<file path="src/rtl/hex2ram_loader.sv">
// hex2ram_loader: loads a record stream (addr/data/last) into a RAM write port after an armed trigger edge.
// Latency: one cycle from record acceptance to the W0 write strobe; full throughput for back-to-back records.
// Backpressure: in_ready is high only while loading; optional image checksum via HEX2RAM_LOADER_CHECKSUM_EN.
module hex2ram_loader #(
    parameter int ADDR_W = 25,
    parameter int DATA_W = 128,
    parameter int DEPTH  = 2**ADDR_W
) (
    input  logic              clk,
    input  logic              reset_n,
    input  logic              arm,
    input  logic              trigger,
    input  logic              in_valid,
    output logic              in_ready,
    input  logic [ADDR_W-1:0] in_addr,
    input  logic [DATA_W-1:0] in_data,
    input  logic              in_last,
    input  logic [DATA_W-1:0] in_csum,
    output logic              W0_en,
    output logic [ADDR_W-1:0] W0_addr,
    output logic [DATA_W-1:0] W0_data,
    output logic              W0_mask,
    output logic              done,
    output logic              err,
    output logic [ADDR_W:0]   word_count
);

    typedef enum logic [2:0] {
        S_IDLE  = 3'd0,
        S_ARMED = 3'd1,
        S_LOAD  = 3'd2,
        S_DONE  = 3'd3,
        S_ERROR = 3'd4
    } state_t;

    // Compare in ADDR_W+1 bits so DEPTH == 2**ADDR_W is representable.
    localparam logic [ADDR_W:0] DEPTH_L = (ADDR_W+1)'(DEPTH);

    state_t              state_q, state_d;
    logic                trig_q;
    logic                w0_en_q;
    logic                w0_mask_q;
    logic [ADDR_W-1:0]   w0_addr_q;
    logic [DATA_W-1:0]   w0_data_q;
    logic                done_q;
    logic                err_q;
    logic [ADDR_W:0]     word_count_q;

    logic                accept;
    logic                in_range;
    logic                wr_fire;
    logic                trig_rise;
    logic                csum_bad;

    assign in_ready  = (state_q == S_LOAD);
    assign accept    = in_valid && in_ready;
    assign in_range  = ({1'b0, in_addr} < DEPTH_L);
    assign wr_fire   = accept && in_range;
    assign trig_rise = trigger && !trig_q;

`ifdef HEX2RAM_LOADER_CHECKSUM_EN
    logic [DATA_W-1:0] acc_q;

    // The last word takes part in the check, so fold it in before comparing.
    assign csum_bad = ((acc_q ^ in_data) != in_csum);

    // XOR accumulator over every written word of the current image.
    always_ff @(posedge clk or negedge reset_n) begin
        if (!reset_n) begin
            acc_q <= '0;
        end else if (state_q != S_LOAD && state_d == S_LOAD) begin
            acc_q <= '0;
        end else if (wr_fire) begin
            acc_q <= acc_q ^ in_data;
        end
    end
`else
    logic unused_csum;

    assign csum_bad    = 1'b0;
    assign unused_csum = ^in_csum;
`endif

    // Next-state selection; DONE and ERROR only leave through reset.
    always_comb begin
        state_d = state_q;
        case (state_q)
            S_IDLE: begin
                if (arm) state_d = S_ARMED;
            end
            S_ARMED: begin
                if (!arm)           state_d = S_IDLE;
                else if (trig_rise) state_d = S_LOAD;
            end
            S_LOAD: begin
                // arm is deliberately ignored here: a started load runs to completion.
                if (accept) begin
                    if (!in_range)              state_d = S_ERROR;
                    else if (in_last && csum_bad) state_d = S_ERROR;
                    else if (in_last)           state_d = S_DONE;
                end
            end
            S_DONE:  state_d = S_DONE;
            S_ERROR: state_d = S_ERROR;
            default: state_d = S_IDLE;
        endcase
    end

    // State, trigger history and all registered outputs.
    always_ff @(posedge clk or negedge reset_n) begin
        if (!reset_n) begin
            state_q      <= S_IDLE;
            trig_q       <= 1'b1;
            w0_en_q      <= 1'b0;
            w0_mask_q    <= 1'b0;
            w0_addr_q    <= '0;
            w0_data_q    <= '0;
            done_q       <= 1'b0;
            err_q        <= 1'b0;
            word_count_q <= '0;
        end else begin
            state_q   <= state_d;
            trig_q    <= trigger;
            w0_en_q   <= wr_fire;
            w0_mask_q <= wr_fire;
            if (wr_fire) begin
                w0_addr_q <= in_addr;
                w0_data_q <= in_data;
            end
            done_q <= (state_d == S_DONE);
            err_q  <= (state_d == S_ERROR);
            if (wr_fire && (word_count_q != '1)) begin
                word_count_q <= word_count_q + 1'b1;
            end
        end
    end

    assign W0_en      = w0_en_q;
    assign W0_mask    = w0_mask_q;
    assign W0_addr    = w0_addr_q;
    assign W0_data    = w0_data_q;
    assign done       = done_q;
    assign err        = err_q;
    assign word_count = word_count_q;

endmodule

</file>
<file path="config.mk">
export PLATFORM = sky130hd
export DESIGN_NAME = hex2ram_loader
export DESIGN_NICKNAME = d
export VERILOG_FILES = /design/src/rtl/hex2ram_loader.sv
export SDC_FILE = /design/constraint.sdc
export NUM_CORES = 1
export LEC_CHECK = 0
export ABC_AREA = 1
export CAP_MARGIN = 20
export CORE_AREA = 2 2 185 187
export DETAILED_ROUTE_END_ITERATION = 12
export DIE_AREA = 0 0 187 189
export HOLD_SLACK_MARGIN = 0.06
export MAX_ROUTING_LAYER = met4
export SKIP_CTS_REPAIR_TIMING = 1
export SYNTH_ARGS = -nofsm -noshare
export SYNTH_HDL_FRONTEND = slang
export SYNTH_SLANG_ARGS = --single-unit
</file>
<file path="constraint.sdc">
create_clock -name clk -period 2.3 [get_ports clk]
set_input_delay 0.23 -clock clk [delete_from_list [all_inputs] [get_ports clk]]
set_output_delay 0.23 -clock clk [all_outputs]
set_load 0.005 [all_outputs]
</file>
# Word level (Yosys, flattened, before mapping)
# Index checks and enable logic that the tools add are counted.
[totals] register_bits=186 out_inout_bits=184 elab_cells=27
[classes] add_sub_neg=1 n_eq_ne=7 mux=6 n_reduce_logical=5
[ops] op="26-bit by 1-bit adder with 26-bit output, second input constant" n=1
[ops] op="26-bit != test, second input constant" n=1
[ops] op="3-bit two-way mux" n=5
[ops] op="3-bit one-hot mux with 5 select lines" n=1
[ops] op="3-bit by 2-bit equality test with 1-bit output, second input constant" n=3
[ops] op="3-bit equality test, second input constant" n=2
[ops] op="3-bit by 1-bit equality test with 1-bit output, second input constant" n=1
[ops] op="1-bit logical AND" n=3
[ops] op="3-bit logical NOT" n=1
[ops] op="1-bit logical NOT" n=1

# Depth between registers and ports, before layout
# Gate-level depths: netlist of the first run.
[depth] ltp_word=6 mapped_depth=11 ltp_nobuf=10

# Worst setup path before layout of the first run
# Ideal clock, no wire load.
[synth_timing] path_kind="register to register" from="register word_count_q[1], in the netlist word_count[1]" to="register word_count_q[23], in the netlist word_count[23]" setup_ps=116 arrival_time_ps=1539 required_time_ps=2184 slack_ps=645 path_stages_with_launch=12 synth_period_minus_slack_ps=1655 cell_sequence="dfrtp_1 > ha_1 > nand2_1 > nor2_4 > nand2_4 > nor2_4 > nand2_4 > nand2_8 > inv_6 > buf_8 > nand2_1 > nand2_1"
[synth_via] elab_chain_cells=2 word_cells_on_any_way=3 classes_between="1 x add/sub; 1 x eq/ne; 1 x reduce/logical"
[synth_lines] element="start: declaration" line="47" source="logic [ADDR_W:0] word_count_q;"
[synth_lines] element="start signal: assignment" line="133" source="word_count_q <= word_count_q + 1'b1;"
[synth_lines] element="parallel branches: the longest is 2 deep, another holds 26-bit by 1-bit adder with 26-bit output"
# Parallel ways; which one is timed is not known.
# A chain may end at the register's enable or synchronous reset.

# Worst setup path after layout of the first run
[layout_timing] from="register state_q[1]" to="output in_ready"
[layout_via] elab_chain_cells=1
[layout_lines] element="start: declaration" line="39" source="state_t state_q, state_d;"
[layout_lines] element="start signal: assignment" line="122" source="state_q <= state_d;"
[layout_lines] element="3-bit by 2-bit equality test with 1-bit output" line="55" source="assign in_ready = (state_q == S_LOAD);"
[layout_lines] element="end: declaration" line="14" source="output logic in_ready,"
# Every way passes these cells.

==> results of run 1 <==
-- stage by stage --
step	power, mW	hold WS (ns)
final	11.64	0.2443
after global routing	12.39	0.2166
after CTS	11.86	-0.2029
after detailed placement	8.583	0.2917
after global placement	8.514	0.2865
after floorplan	5.891	-0.06559
-- where the power goes --
part | internal, mW | switching [mW] | leakage [nW]
sequential | 4.24 | 0.554 | 2.36
clock | 1.83 | 1.35 | 0.298
combinational | 2.27 | 1.41 | 3.15
-- cell families (layout without fill, tap and decap cells) --
kind of cell,after synthesis,count (layout),share of synthesized area
compound gates,6,6,0.004021
xor+xnor,13,13,0.01464
fa+ha+maj,1,1,0.001608
buf+inv,66,413,0.04503
flops,186,186,0.5984
other cells,0,3,0
simple gates,665,665,0.3363
-- cells in the mapped netlist --
master	count
nand2_8	1
nor3_1	3
ha_1	1
buf_8	1
clkbuf_1	14
o22ai_1	1
inv_6	1
nor2_4	3
buf_2	12
nand2_1	593
o21ai_1	1
nand2_4	2
xnor2_1	9
inv_1	25
buf_6	9
o21ai_0	4
xor2_1	4
nand3b_1	2
buf_4	1
nor2_8	1
inv_2	3
nor2_1	35
nand3_1	19
dfrtp_1	185
nand4_1	6
dfstp_2	1
-- critical path, delay by kind of cell, from the launching register on --
kind          cells  cell delay, ns
buf+inv           3            0.68
simple gates      2            0.24
flops             1            0.38
-- final cells by class --
class                   instances  area [sq um]  area share
flip-flops and latches        186          4656      0.3783
repair buffers                353          3575      0.2905
multi-input cells             685          2774      0.2254
well taps                     448         560.5     0.04555
clock buffers                  18         429.2     0.03487
clock inverters                13         188.9     0.01535
inverters                      29         116.4    0.009455
diodes                          3         7.507   0.0006100
-- worst max-delay path by stage --
stage / from / end / depth (start not counted)
finish: state_q[1] / in_ready / 5
global route: state_q[1] / W0_addr[20] / 8
CTS: state_q[0] / in_ready / 4
detailed placement: in_valid / W0_data[6] / 7
global placement: in_valid / word_count[17] / 7
floorplan: word_count[1] / word_count[23] / 11
-- flip-flops by register name, indices dropped and copies added, names as in the netlist --
name,flops
word_count,26
done,1
trig_q,1
state_q,3
W0_addr,25
W0_mask,1
err,1
W0_data,128
-- layer usage --
metal / track usage / up-vias / routed length (um)
li1: - / 3504 / -
met2: 0.2232 / 221 / 11350
met3: 0.04189 / 29 / 1519
met4: 0.06258 / 0 / 549
met5: - / - / 0
met1: 0.1648 / 3252 / 10250
==> impl_metrics.csv, run 1 <==
group,metric,value,unit
timing,rsz0062_at_grt,"false",
cts,cts-root-buf,"clkbuf_16",
place,dp_hpwl,16.92,mm
cts,clock-sinks,186,
global_route,grt_pass1_wl,38.03,mm
finish,nets,1560,
place,place_inst,1700,
cts,cts_buffer_depth,2,
place,gp_congestion,0.8218,
logic_synthesis,synth.top_cell.area_share,0.5950,
timing,setup_viol,0,
critical_path,path_class,"reg -> out",
finish,area_growth,58.19,%
timing,postLayoutSetupSlackWorst,0.3399,ns
global_route,globalRouteOverflowTotal,0,
drt,remaining_drc_errors,0,
finish,final_cells,1735,
timing,fin_crit_sh,0.8522,
drt,postRouteAntennaNets,0,
global_route,grt_max_degree,133,
timing,worstMarginPinSlew,0.7312,ns
cts,cts_buffers,17,
pwr,power.density,946.1,mW/mm^2
logic_synthesis,synth_area,0.007780,sq mm
worst_hold_path,hold_path_end,"trig_q",
drt,viasPerCell,4.038,
finish,layout_common_cells,"nand2_1 (593), clkdlybuf4s50_1 (341), dfrtp_1 (185)",
logic_synthesis,syn_inst,937,
drt,routed_wl,23.67,mm
finish,num-fill-cells,3444,
timing,hold_violations,0,
pwr,p_leak,5.810,nW
place,postPlaceCellArea,0.01167,sq mm
global_route,grt_pass1_vias,7021,
floorplan,fp.dieArea,0.03534,sq mm
floorplan,die_width,187,um
logic_synthesis,ys_top_cells_by_area,"dfrtp_1 (60%), nand2_1 (29%), nor2_1 (1.7%)",
pwr,vdd_ir_drop_max,572.8,uV
critical_path,r2r-end,"W0_data[4]",
floorplan,coreArea,0.03328,sq mm
critical_path,path_cells,"inv_2 -> nor2_1 -> nand2_1 -> inv_1 -> clkdlybuf4s50_1",
finish,final_area,0.01231,sq mm
cts,clk_pin_slew,0.07,ns
cts,cts_tree,"done",
run_status,status,"finished, final reports clean",
global_route,antenna_found_initial,2,
global_route,gr-usage-all-layers,0.1404,
place,io_buffer_count,342,
critical_path,crit_required,2.07,ns
logic_synthesis,ys_seq_area_frac,0.5984,
timing,setup_tns,0,ns
timing,fmax,510.2,MHz
drt,drt_iter0_markers,387,
logic_synthesis,syn_area_per_cell,8.303,sq um
critical_path,reg2regPathDepth,8,
floorplan,rows,67,
worst_hold_path,hold_path_depth,1,
logic_synthesis,yosys_warnings,0,
timing,fin_skew,0.009592,ns
timing,slew_violations,0,
logic_synthesis,yosysUniqueCellTypes,26,
cts,clock_latency,0.44,ns
critical_path,r2r_start,"state_q[1]",
drt,drt_pass1_iterations,4,
logic_synthesis,ys_seq_elements,186,
logic_synthesis,yosys.area.top_type,"dfrtp_1",
worst_hold_path,hold_start,"trigger",
cts,htreeDepth,4,
logic_synthesis,syn_nets,1225,
critical_path,worstSetupEndpointType,"output pin",
critical_path,r2r_setup_slack,0.36,ns
critical_path,worstPathArrival,1.73,ns
worst_hold_path,hold_class,"in -> reg",
finish,drive_above_1_share,0.04128,
critical_path,cpMaxStageDelayCell,"clkdlybuf4s50_1",
finish,fin_util,0.3698,
timing,fin_crit,1.960,ns
critical_path,path_max_fanout,4,
place,place_ws,0.3518,ns
timing,slew_headroom,0.5125,
floorplan,start_util,0.2338,
floorplan,dieHeight,189,um
finish,mostFrequentLayoutCell,"nand2_1",
critical_path,cp-start-kind,"register",
job,max_cap_violations,0,
drt,post_drt_wl_per_cell,13.64,um
floorplan,ios,471,
drt,num_vias,7006,
critical_path,max_stage_delay,0.51,ns
(Power assumes the default switching activity.)
==> run 2, diff against run 1 <==
- CTS_CLUSTER_SIZE: not set -> 12
==> results of run 2 <==
Final layout, timing and power as in run 1 (identical DEF).
